## config.mk

```make
export PLATFORM = sky130hd
export DESIGN_NAME = seq_detector_prog
export DESIGN_NICKNAME = d
export VERILOG_FILES = /design/src/rtl/seq_detector_prog.sv
export SDC_FILE = /design/constraint.sdc
export NUM_CORES = 1
export LEC_CHECK = 0
export ABC_AREA = 1
export ABC_CLOCK_PERIOD_IN_PS = 2200
export CORE_AREA = 2 2 70 78
export CTS_BUF_LIST = sky130_fd_sc_hd__clkbuf_8
export CTS_CLUSTER_SIZE = 16
export DETAILED_ROUTE_END_ITERATION = 7
export DIE_AREA = 0 0 72 80
export DONT_BUFFER_PORTS = 1
export MAX_ROUTING_LAYER = met4
export PLACE_DENSITY = 0.65
export SLEW_MARGIN = 40
export SYNTH_ARGS = -nofsm -noshare
export SYNTH_HDL_FRONTEND = slang
export SYNTH_SLANG_ARGS = --single-unit
```

## constraint.sdc

```tcl
create_clock -name clk -period 2.2 [get_ports clk]
set_clock_uncertainty 0.2 [all_clocks]
set_input_delay 0.44 -clock clk [delete_from_list [all_inputs] [get_ports clk]]
set_output_delay 0.44 -clock clk [all_outputs]
set_load 0.03 [all_outputs]
```

## src/rtl/seq_detector_prog.sv

```systemverilog
// Runtime-programmable serial sequence detector: matches the newest cfg_len
// sampled bits against a latched pattern and pulses out_stream once per hit.
module seq_detector_prog #(
  parameter int MAX_LEN = 8,
  parameter int CNT_W   = 8,
  parameter int LEN_W   = $clog2(MAX_LEN + 1)
) (
  input  logic               clk,
  input  logic               rst,
  input  logic               en,
  input  logic               inp_stream,
  input  logic               cfg_load,
  input  logic [MAX_LEN-1:0] cfg_pattern,
  input  logic [LEN_W-1:0]   cfg_len,
  input  logic               cfg_overlap,
  output logic               out_stream,
  output logic [CNT_W-1:0]   match_count,
  output logic               cfg_err,
  output logic               armed
);

  typedef enum logic {
    IDLE = 1'b0,
    RUN  = 1'b1
  } state_t;

  localparam logic [LEN_W-1:0] MAX_LEN_L = LEN_W'(MAX_LEN);

  state_t               state_q, state_d;
  logic [MAX_LEN-1:0]   window_q, window_d;
  logic [MAX_LEN-1:0]   pat_q, pat_d;
  logic [LEN_W-1:0]     len_q, len_d;
  logic [LEN_W-1:0]     fill_q, fill_d;
  logic                 ovl_q, ovl_d;
  logic                 out_d;
  logic                 err_d;
  logic [CNT_W-1:0]     cnt_d;

  logic                 cfg_len_ok;
  logic [MAX_LEN-1:0]   len_mask;
  logic [MAX_LEN-1:0]   window_shift;
  logic [LEN_W-1:0]     fill_inc;
  logic                 hit;

  assign cfg_len_ok   = (cfg_len != '0) && (cfg_len <= MAX_LEN_L);
  assign window_shift = {window_q[MAX_LEN-2:0], inp_stream};
  assign fill_inc     = (fill_q >= MAX_LEN_L) ? MAX_LEN_L : fill_q + LEN_W'(1);

  // Only the newest len_q window bits take part in the compare.
  always_comb begin
    len_mask = '0;
    for (int i = 0; i < MAX_LEN; i++) begin
      len_mask[i] = (LEN_W'(i) < len_q);
    end
  end

  assign hit = (fill_inc >= len_q) &&
               (((window_shift ^ pat_q) & len_mask) == '0);

  // The FSM state register doubles as the armed flag.
  assign armed = (state_q == RUN);

  always_comb begin
    state_d  = state_q;
    window_d = window_q;
    pat_d    = pat_q;
    len_d    = len_q;
    fill_d   = fill_q;
    ovl_d    = ovl_q;
    out_d    = 1'b0;
    err_d    = cfg_err;
    cnt_d    = match_count;

    if (cfg_load) begin
      if (cfg_len_ok) begin
        pat_d    = cfg_pattern;
        len_d    = cfg_len;
        ovl_d    = cfg_overlap;
        err_d    = 1'b0;
        window_d = '0;
        fill_d   = '0;
        cnt_d    = '0;
        state_d  = RUN;
      end else begin
        err_d    = 1'b1;
        state_d  = IDLE;
      end
    end else if (state_q == RUN && en) begin
      window_d = window_shift;
      fill_d   = fill_inc;
      if (hit) begin
        out_d = 1'b1;
        if (!(&match_count)) begin
          cnt_d = match_count + CNT_W'(1);
        end
        // Non-overlapping: the next match must be built from fresh bits.
        if (!ovl_q) begin
          fill_d = '0;
        end
      end
    end
  end

  always_ff @(posedge clk or posedge rst) begin
    if (rst) begin
      state_q     <= IDLE;
      window_q    <= '0;
      pat_q       <= '0;
      len_q       <= '0;
      fill_q      <= '0;
      ovl_q       <= 1'b0;
      out_stream  <= 1'b0;
      cfg_err     <= 1'b0;
      match_count <= '0;
    end else begin
      state_q     <= state_d;
      window_q    <= window_d;
      pat_q       <= pat_d;
      len_q       <= len_d;
      fill_q      <= fill_d;
      ovl_q       <= ovl_d;
      out_stream  <= out_d;
      cfg_err     <= err_d;
      match_count <= cnt_d;
    end
  end

endmodule

```

* Yosys cells after proc, flatten, opt, wreduce, memory -nomap -nowiden
Index checks and enable logic that the tools add are counted.
Cells by class: add/subtract/negate cells 2, multiply operators 0, divide/modulo/power cells 0, magnitude comparators 11, equality and inequality tests 2, shift-type cells 0, multiplexer cells 18, bitwise logic cells 2, reductions and logical operators 11
Operators by type and width (count):
- $mux 8 | 5
- $mux 4 | 6
- $lt 3x4->1 const A | 4
- $mux 7 | 2
- $add 8x1->8 const B | 1
- $and 8x8->8 | 1
- $logic_not 8->1 | 1
- $lt 1x4->1 const A | 2
- $lt 2x4->1 const A | 2
- $reduce_and 8->1 | 1
- $xor 8x8->8 | 1
- $mux 1 | 5
- $add 4x1->4 const B | 1
- $ge 4x4->1 | 1
- $ge 4x4->1 const B | 1
- $le 4x4->1 const B | 1
- $reduce_and 2->1 | 2
- $reduce_and 4->1 | 1
- $reduce_bool 2->1 | 2
- $reduce_bool 4->1 | 1
- $logic_and 1x1->1 | 3
- $ne 2x1->1 const B | 1
- $ne 2x2->1 const B | 1
Word-level totals: flip-flop bits (word level) 35, latch bits 0, bits in writable memories 0, bits in read-only memories 0, output and inout port bits 11, memories 0

* Logic depth before layout (Yosys ltp)
Gate-level depths: netlist of the first run.
depth in word-level cells 7, gate-level depth with buffers 14

* Worst setup path after synthesis of the first run
No wires, ideal clock.
path type register -> register, start point register fill_q[0], end point register match_count[7], library setup time 0.119 ns, arrival time 1.782 ns, path slack 0.099 ns, stages on the path, launching flop included 15, buffers on the path 0, path through dfrtp_1 -> inv_1 -> ha_1 -> inv_1 -> nor2_1 -> ha_1 -> inv_1 -> o21bai_1 -> nand3_1 -> nand3_1 -> nand3_2 -> nand2_4 -> nand3_4 -> nand2_1 -> nand2_1
On the way: word-level cells in the longest chain between the ends 6
RTL lines:
- start, declared | RTL line 33 | logic [LEN_W-1:0] fill_q, fill_d;
- start signal, assigned | RTL line 120 | fill_q <= fill_d;
- $add 4x1->4 / $ge 4x4->1 (equally long branches) | RTL line 47 | assign fill_inc = (fill_q >= MAX_LEN_L) ? MAX_LEN_L : fill_q + LEN_W'(1);
- $mux 4 (*) | RTL line 47
- $ge 4x4->1 (*) | RTL line 57 | assign hit = (fill_inc >= len_q) &&
- $logic_and 1x1->1 (*) | RTL line 57
- $reduce_bool 2->1 (no line) (*)
- $reduce_and 4->1 (no line) (*)
- end signal, assigned | RTL line 124 | match_count <= cnt_d;
- end, declared | RTL line 17 | output logic [CNT_W-1:0] match_count,
Every way passes the cells marked *; elsewhere a longest branch is shown, timed or not. A chain may end at the register's enable or synchronous reset.

* Final worst setup path of the first run
start point register fill_q[1], end point register match_count[1]
Same word-level chain as after synthesis.

==> flow_metrics.py, run 1 <==
metrics = {
    "logic_synthesis": {
        "yosysTopAreaCell": "dfrtp_1",
        "yosysUniqueCellTypes": 27,
        "synth-seq-cells": 35,
        "synth_cells": 251,
        "synth_area_per_cell_um2": 7.68,
        "synthTopCellsByArea": "dfrtp_1 (45%), nand2_1 (16%), inv_1 (5.8%)",
        "yosysSeqAreaShare_pct": 45.5,
        "syn_nets": 276,
        "ys_warn_count": 0,
        "synth_top_area_share_pct": 45.5,
        "synth.cell_area_um2": 1930,
    },
    "power": {
        "clkPwrFrac_pct": 27.1,
        "finalPower_w": 0.00155,
        "p_seq_share_pct": 48.1,
        "power_frac_comb_pct": 24.9,
        "switchingPower_w": 0.000484,
        "power.leakage_nw": 1.13,
        "p_int_w": 0.00106,
        "powerDensity_nw_per_um2": 699,
        "ir_drop_uv": 316,
        "swShare_pct": 31.3,
    },
    "routing": {
        "vias": 1614,
        "routed_wl_um": 4140,
        "drc": 0,
        "drtIter0Drc": 39,
        "firstDrtPassIters": 6,
        "via_per_inst": 4.94,
        "wire_per_inst_um": 12.7,
        "drtAntennaViolNets": 0,
    },
    "timing": {
        "worst_slack_ps": -0.969,
        "tightest_slew_ps": 462,
        "grt_setup_unrepaired": "yes",
        "fin_crit_ps": 2200,
        "hold_violations": 0,
        "finalSetupViolations": 1,
        "fmax_ghz": 0.454,
        "drv_slew": 0,
        "max_slew_margin_pct": 69.2,
        "whs_ps": 65.4,
        "finalCritPeriodShare_pct": 100,
    },
    "cells_and_area": {
        "n_antenna_cell": 0,
        "fin_nets": 295,
        "layout-drive-gt1-share_pct": 16.0,
        "finalNonFillerCells": 327,
        "area_delta_synth_final_pct": 14.7,
        "postLayoutCellArea_um2": 2210,
    },
    "job": {
        "drv_cap": 0,
    },
    "global_route": {
        "antenna_found_initial": 0,
        "grt_pass1_vias": 1577,
        "grt.total_usage_pct": 16.5,
        "grt-ovfl-total": 0,
        "grt_pass1_wl_um": 7160,
        "grt_max_degree": 36,
    },
    "placement": {
        "numPortBuffers": 0,
        "dpl_cell_area_um2": 2050,
        "gp_congestion": 0.849,
        "place_inst": 314,
        "hpwl_um": 2920,
    },
    "clocking": {
        "clkLatencyLatePin_ps": 280,
        "numCtsBuffers": 5,
        "htreeDepth": 2,
        "clkTransAtPathRegs_ps": 70,
        "clockRootBuffer": "clkbuf_8",
        "cts_sinks": 35,
        "tritoncts": "done",
        "clk_path_buf_depth": 2,
    },
    "floorplan": {
        "die_h_um": 80,
        "die_w_um": 72,
        "initial_utilization_pct": 38.8,
        "rows": 27,
        "ios": 29,
        "fp.coreArea_um2": 4970,
        "die_area_um2": 5760,
    },
    "worst_setup_path": {
        "required_ps": 2170,
        "startpoint_type": "flip-flop",
        "worstPathArrival_ps": 2170,
        "path_cells": "inv_2 > ha_4 > inv_2 > nor2_2 > ha_4 > inv_1 > o21bai_1 > nand3_1 > nand3_1 > nand3_2 > nand2_4 > nand3_4 > nand2_1 > nand2_1",
        "critPathMaxFanout": 8,
        "critical_path.max_stage_delay_ps": 400,
        "cpMaxStageDelayCell": "dfrtp_1",
        "endpoint_kind": "flip-flop",
        "path_class": "flip-flop to flip-flop",
    },
    "min_path": {
        "hp-class": "primary input to flip-flop",
    },
    "run_status": {
        "status": "complete, but fails checks",
        "violations": "negative setup slack",
    },
}
area by class of cell:
type / instances / area, µm²
fillers: 501 / 2760
multi-input cells: 178 / 937
flip-flops and latches: 35 / 876
inverters: 34 / 130
repair buffers: 16 / 123
well taps: 58 / 72.6
clock buffers: 5 / 68.8
clock inverters: 1 / 3.75
power groups by stage:
stage / sequential (W) / clock (W) / combinational [W]
after floorplan: 0.000758 / 0 / 0.000237
after global placement: 0.000753 / 0 / 0.000312
after detailed placement: 0.000754 / 0 / 0.000319
after CTS: 0.000743 / 0.000432 / 0.000359
after global routing: 0.000750 / 0.000461 / 0.000435
final: 0.000743 / 0.000418 / 0.000384
cell families after synthesis:
group,count (synthesis),share of synthesized area (%)
AOI/OAI and AO/OA,31,9.61
xor gates and xnor gates,2,0.909
adders and majority gates,7,4.55
buffers and inverters,38,7.86
DFF,35,45.5
and+or+nand+nor,138,31.6
synth_stat cells (all sizes together):
cell type and count:
o211ai 1, or2 1, nor2 21, buf 3
inv 34, ha 7, o21ai 14, xor2 1
clkbuf 1, nor3 2, a21oi 6, xnor2 1
o22ai 9, nand4 8, nand3b 1, nand2 87
nand3 18, o21bai 1, dfrtp 35
worst max-delay path, delay by kind of cell, from the launching register on:
family,cells,cell delay (ps)
AND/OR/NAND/NOR,8,710
adder cells (fa/ha/maj),2,470
flip-flops,1,400
buffers and inverters,3,170
AO/OA/AOI/OAI,1,120
timing repair:
| item | 4_1_cts | 5_1_grt |
|---|---|---|
| endpoints found under the setup margin | 12 | 12 |
| resized for setup | 5 | 5 |
| pin swaps | 7 | 8 |
| hold buffers | 1 | 0 |
| buffers inserted | 4 | 2 |
| hold endpoints to repair | 35 | 0 |
flip-flops by register name, indices dropped and copies added (netlist names):
register     count
cfg_err          1
len_q            4
pat_q            8
ovl_q            1
armed            1
fill_q           4
window_q         7
out_stream       1
match_count      8
cell usage in the layout (no fill, tap or decap), types with 5 or more instances in the layout:
master,synthesis,routed
nand3_1,15,15
dfrtp_1,35,35
clkbuf_8,0,5
inv_2,3,6
o22ai_1,9,9
nand4_1,8,8
buf_4,1,15
nor2_1,19,17
inv_1,30,28
o21ai_0,14,14
a21oi_1,6,6
ha_1,7,5
nand2_2,2,5
nand2_1,84,81
layer usage:
layer | global-route usage (%) | part of all wire (%) | vias up
met1 | 20.6 | 47 | 745
met4 | 6.23 | 1.6 | 0
li1 | - | - | 844
met3 | 3.79 | 3.1 | 6
met2 | 26.2 | 48 | 19
met5 | - | 0 | -
stage by stage:
stage / setup slack, ps / setup TNS [ps] / util (%)
2_1_floorplan: 99.5 / 0 / -
3_3_place_gp: 15.8 / 0 / 41.2
3_5_place_dp: -46.1 / -412 / 41.2
4_1_cts: -18.0 / -52.5 / 43.8
5_1_grt: -101 / -1010 / 44.5
6_report: -0.969 / -0.969 / 44.5
final timing paths:
path | slack, ps | startpoint | cells past startpoint | endpoint
hold reg to reg | 280 | ovl_q$_DFFE_PP0P_ | 2 | ovl_q$_DFFE_PP0P_
min in group asynchronous | 510 | rst | 3 | window_q[3]$_DFFE_PP0P_
hold / removal | 70 | cfg_len[0] | 2 | len_q[0]$_DFFE_PP0P_
setup / recovery | -1 | fill_q[1]$_DFFE_PP0P_ | 14 | match_count[1]$_DFFE_PP0P_
setup reg to reg | -1 | fill_q[1]$_DFFE_PP0P_ | 14 | match_count[1]$_DFFE_PP0P_
max in group asynchronous | 970 | rst | 3 | match_count[0]$_DFFE_PP0P_
Power figures use the tool's default switching activity.
==> inputs of run 2 (changes only) <==
- CORE_AREA: 2 2 70 78 -> 2 2 58 65
- DIE_AREA: 0 0 72 80 -> 0 0 60 67
- PLACE_DENSITY: 0.65 -> 0.86
==> flow_metrics.py, run 2 (synthesis gave the netlist of run 1 again) <==
metrics = {
    "run_status": {
        "status": "complete, but fails checks",
        "violations": "negative setup slack",
    },
    "floorplan": {
        "rows": 22,
        "die_area_um2": 4020,
        "fp.coreArea_um2": 3330,
        "ios": 29,
        "initial_utilization_pct": 57.9,
        "die_h_um": 67,
        "die_w_um": 60,
    },
    "timing": {
        "finalSetupViolations": 8,
        "drv_slew": 0,
        "fmax_ghz": 0.439,
        "hold_violations": 0,
        "fin_crit_ps": 2280,
        "tightest_slew_ps": 478,
        "finalCritPeriodShare_pct": 104,
        "grt_setup_unrepaired": "yes",
        "worst_slack_ps": -77.9,
        "max_slew_margin_pct": 68.1,
        "tns_ps": -529,
        "whs_ps": 57.1,
    },
    "global_route": {
        "grt_pass1_vias": 1601,
        "grt-ovfl-total": 0,
        "antenna_found_initial": 0,
        "grt_max_degree": 36,
        "grt.total_usage_pct": 23.4,
        "grt_pass1_wl_um": 6730,
    },
    "routing": {
        "met2WireLength_um": 1950,
        "vias": 1654,
        "firstDrtPassIters": 4,
        "routed_wl_um": 3960,
        "drtIter0Drc": 39,
        "top_layer": "met4",
        "via_per_inst": 5.23,
        "met1Wirelength_um": 1760,
        "drc": 0,
        "wire_per_inst_um": 12.5,
        "routed-wl-met3_um": 188,
        "drtAntennaViolNets": 0,
    },
    "placement": {
        "numPortBuffers": 0,
        "dpl_cell_area_um2": 2030,
        "hpwl_um": 2780,
        "gp_congestion": 0.864,
        "place_ws_ps": -51.7,
    },
    "power": {
        "power_frac_comb_pct": 21.5,
        "powerDensity_nw_per_um2": 768,
        "p_seq_share_pct": 43.5,
        "clkPwrFrac_pct": 35.0,
        "switchingPower_w": 0.000504,
        "power.leakage_nw": 1.14,
        "p_int_w": 0.00121,
        "ir_drop_uv": 622,
        "swShare_pct": 29.5,
        "finalPower_w": 0.00171,
    },
    "cells_and_area": {
        "final_common_cell": "nand2_1",
        "reg_top3": "match_count: 8 flops, pat_q: 8 flops, window_q: 7 flops",
        "layout-drive-gt1-share_pct": 15.7,
        "area_delta_synth_final_pct": 15.6,
        "n_antenna_cell": 0,
        "layout_common_cells": "nand2_1 (84), dfrtp_1 (35), inv_1 (27)",
        "postLayoutCellArea_um2": 2230,
        "fin_nets": 292,
    },
    "worst_setup_path": {
        "critical_path.max_stage_delay_ps": 420,
        "r2r-end": "match_count[4]$_DFFE_PP0P_",
        "regToRegSetupSlack_ps": -80,
        "path_class": "flip-flop to flip-flop",
        "critPathMaxFanout": 4,
        "path_cells": "buf_6 > ha_2 > xnor2_1 > nor2_1 > ha_1 > nand4_1 > nand3_2 > nand3_4 > nand2_4 > buf_6 > nand4_1 > nand2_1",
        "reg2regPathDepth": 12,
        "required_ps": 2180,
        "path_depth": 12,
        "crit_family": "simple AND/OR/NAND/NOR gates",
        "worstPathArrival_ps": 2260,
        "r2r_start": "fill_q[0]$_DFFE_PP0P_",
        "endpoint_kind": "flip-flop",
        "critPathLaunch": "fill_q[0]$_DFFE_PP0P_",
        "cpMaxStageDelayCell": "dfrtp_1",
        "startpoint_type": "flip-flop",
        "path_buf_inv": 2,
    },
    "min_path": {
        "hp-class": "primary input to flip-flop",
        "min_path_cells": 2,
        "hold_end": "len_q[0]$_DFFE_PP0P_",
        "worstHoldStart": "cfg_len[0]",
    },
    "clocking": {
        "clkTransAtPathRegs_ps": 70,
        "numCtsBuffers": 5,
        "clkLatencyLatePin_ps": 290,
        "tritoncts": "done",
        "clockRootBuffer": "clkbuf_8",
        "cts_sinks": 35,
        "htreeDepth": 2,
        "clk_path_buf_depth": 2,
    },
    "job": {
        "drv_cap": 0,
    },
}
run 2: what timing repair did:
item	CTS	global route
hold buffers	1	0
pin swaps	0	13
endpoints found under the setup margin	12	12
endpoints found under the hold margin	35	0
setup buffers	2	2
resized for setup	0	12
run 2: power by group through the flow:
| stage | sequential [W] | clock [W] | combinational [W] |
|---|---|---|---|
| floorplan | 0.000758 | 0 | 0.000237 |
| global placement | 0.000752 | 0 | 0.000301 |
| detailed placement | 0.000755 | 0 | 0.000309 |
| CTS | 0.000742 | 0.000609 | 0.000322 |
| global route | 0.000751 | 0.000634 | 0.000418 |
| finish | 0.000744 | 0.000598 | 0.000368 |
run 2: cell type report:
type	count	area, µm²
multi-input cells	178	937
clock inverters	2	35.0
repair buffers	13	108
flip-flops and latches	35	876
fillers	254	1100
clock buffers	6	82.6
inverters	34	130
well taps	48	60.1
run 2: metrics by stage:
| stage | utilization [%] | instances |
|---|---|---|
| after floorplan | - | 251 |
| after global placement | 60.8 | 303 |
| after detailed placement | 60.8 | 303 |
| after CTS | 65.1 | 314 |
| after global routing | 66.9 | 316 |
| final | 66.9 | 316 |
run 2: how the worst max path moves through the flow:
stage                                  to
5_1_grt        match_count[3]$_DFFE_PP0P_
2_1_floorplan  match_count[7]$_DFFE_PP0P_
6_report       match_count[4]$_DFFE_PP0P_
3_5_place_dp   match_count[3]$_DFFE_PP0P_
3_3_place_gp        fill_q[2]$_DFFE_PP0P_
4_1_cts             fill_q[0]$_DFFE_PP0P_
run 2: layer usage:
metal  up-vias  track usage, %
li1        838               -
met1       767            29.4
met2        43            35.5
met3         6            5.83
met4         0            10.3
met5         -               -
==> inputs of run 3 (changes only) <==
- ABC_CLOCK_PERIOD_IN_PS: 2200 -> 1930
- PLACE_DENSITY: 0.86 -> 0.76
- clock period: 2.2 -> 1.93 ns (I/O delays scaled with it)
==> flow_metrics.py, run 3 (synthesis gave the netlist of run 1 again) <==
metrics = {
    "clocking": {
        "clkLatencyLatePin_ps": 300,
        "cts_sinks": 35,
        "htreeDepth": 2,
        "clkTransAtPathRegs_ps": 80,
        "clk_path_buf_depth": 2,
        "clockRootBuffer": "clkbuf_8",
        "numCtsBuffers": 5,
        "tritoncts": "done",
    },
    "global_route": {
        "grt.total_usage_pct": 27.2,
        "grt-ovfl-total": 0,
        "antenna_found_initial": 0,
        "grt_max_degree": 36,
        "grt_pass1_vias": 1751,
        "grt_pass1_wl_um": 7750,
    },
    "floorplan": {
        "ios": 29,
        "initial_utilization_pct": 57.9,
        "die_area_um2": 4020,
        "die_w_um": 60,
        "fp.coreArea_um2": 3330,
        "die_h_um": 67,
        "rows": 22,
    },
    "routing": {
        "drtIter0Drc": 102,
        "via_per_inst": 5.17,
        "wire_per_inst_um": 14.1,
        "routed_wl_um": 4940,
        "vias": 1808,
        "drc": 0,
        "firstDrtPassIters": 4,
        "drtAntennaViolNets": 0,
    },
    "worst_setup_path": {
        "endpoint_kind": "flip-flop",
        "startpoint_type": "flip-flop",
        "critPathMaxFanout": 8,
        "required_ps": 1920,
        "path_class": "flip-flop to flip-flop",
        "worstPathArrival_ps": 2260,
        "regToRegSetupSlack_ps": -340,
    },
    "placement": {
        "place_ws_ps": -280,
        "numPortBuffers": 0,
        "dpl_cell_area_um2": 2110,
        "hpwl_um": 2980,
        "place_inst": 314,
        "gp_congestion": 0.869,
    },
    "power": {
        "powerDensity_nw_per_um2": 795,
        "power.leakage_nw": 1.28,
        "ir_drop_uv": 616,
        "finalPower_w": 0.00201,
    },
    "timing": {
        "drv_slew": 0,
        "max_slew_margin_pct": 71.0,
        "tightest_slew_ps": 435,
        "fin_crit_ps": 2270,
        "tns_ps": -3880,
        "worst_slack_ps": -336,
        "fmax_ghz": 0.441,
        "finalSetupViolations": 13,
        "finalCritPeriodShare_pct": 117,
        "hold_violations": 0,
        "grt_setup_unrepaired": "yes",
    },
    "cells_and_area": {
        "reg_top3": "match_count: 8 flops, pat_q: 8 flops, window_q: 7 flops",
        "n_antenna_cell": 0,
        "layout-drive-gt1-share_pct": 29.1,
        "final_common_cell": "nand2_1",
        "fillers": 249,
        "area_delta_synth_final_pct": 31.5,
        "layout_common_cells": "nand2_1 (75), buf_4 (42), dfrtp_1 (35)",
        "finalNonFillerCells": 350,
        "postLayoutCellArea_um2": 2530,
        "fin_nets": 326,
    },
    "run_status": {
        "status": "complete, but fails checks",
        "violations": "negative setup slack",
    },
    "job": {
        "drv_cap": 0,
    },
    "min_path": {
        "hp-class": "primary input to flip-flop",
    },
}
run 3: power by group:
| group | total (W) | switching [W] | leakage, nW | internal (W) |
|---|---|---|---|---|
| sequential | 0.000854 | 0.0000609 | 0.461 | 0.000794 |
| combinational | 0.000603 | 0.000320 | 0.778 | 0.000284 |
| clock | 0.000555 | 0.000297 | 0.0408 | 0.000258 |
run 3: stage by stage:
step / hold WS (ps) / utilization [%]
final: 4.09 / 76.1
after global routing: 0.588 / 76.1
after CTS: 0.808 / 73.7
after detailed placement: 201 / 63.3
after global placement: 200 / 63.3
after floorplan: 250 / -
run 3: final timing paths:
kind,startpoint,end,depth (start not counted)
worst max register to register,fill_q[1]$_DFFE_PP0P_,match_count[0]$_DFFE_PP0P_,14
max in group asynchronous,rst,fill_q[1]$_DFFE_PP0P_,3
worst min register to register,pat_q[5]$_DFFE_PP0P_,pat_q[5]$_DFFE_PP0P_,2
worst min-delay path,cfg_len[1],len_q[1]$_DFFE_PP0P_,2
min in group asynchronous,rst,pat_q[2]$_DFFE_PP0P_,3
worst max-delay path,fill_q[1]$_DFFE_PP0P_,match_count[0]$_DFFE_PP0P_,14
run 3: layout make-up:
class                   count  area, µm²  area share, %
clock buffers               5       68.8           2.72
inverters                  34        130           5.14
repair buffers             47        367           14.5
flip-flops and latches     35        876           34.6
multi-input cells         178       1010           39.8
clock inverters             3       23.8          0.938
well taps                  48       60.1           2.37
run 3: metal layers:
metal	vias up	GRT usage (%)	share of wire, %	wire (µm)
met3	9	6.41	5.0	246
met2	60	44.7	50	2480
met4	0	10.0	2.0	101
met1	833	32.3	43	2110
li1	906	-	-	-
met5	-	-	0	0
run 3: timing repair:
| action | in CTS | in global routing |
|---|---|---|
| resized for setup | 11 | 19 |
| buffers inserted | 22 | 3 |
| endpoints found under the setup margin | 13 | 13 |
| hold buffers | 4 | 0 |
| hold endpoints to repair | 38 | 0 |
| pin swaps | 13 | 16 |
run 3: critical path, cell delays in order, from the launching register on:
cell and delay (ps):
dfrtp_1 430, inv_2 100, ha_4 190, inv_2 60, nor2_4 40, ha_4 270, inv_2 30, o21bai_1 140
nand3_1 110, nand3_2 100, nand3_4 100, nand2_4 110, nand3_4 130, nand2_1 110, nand2_1 50
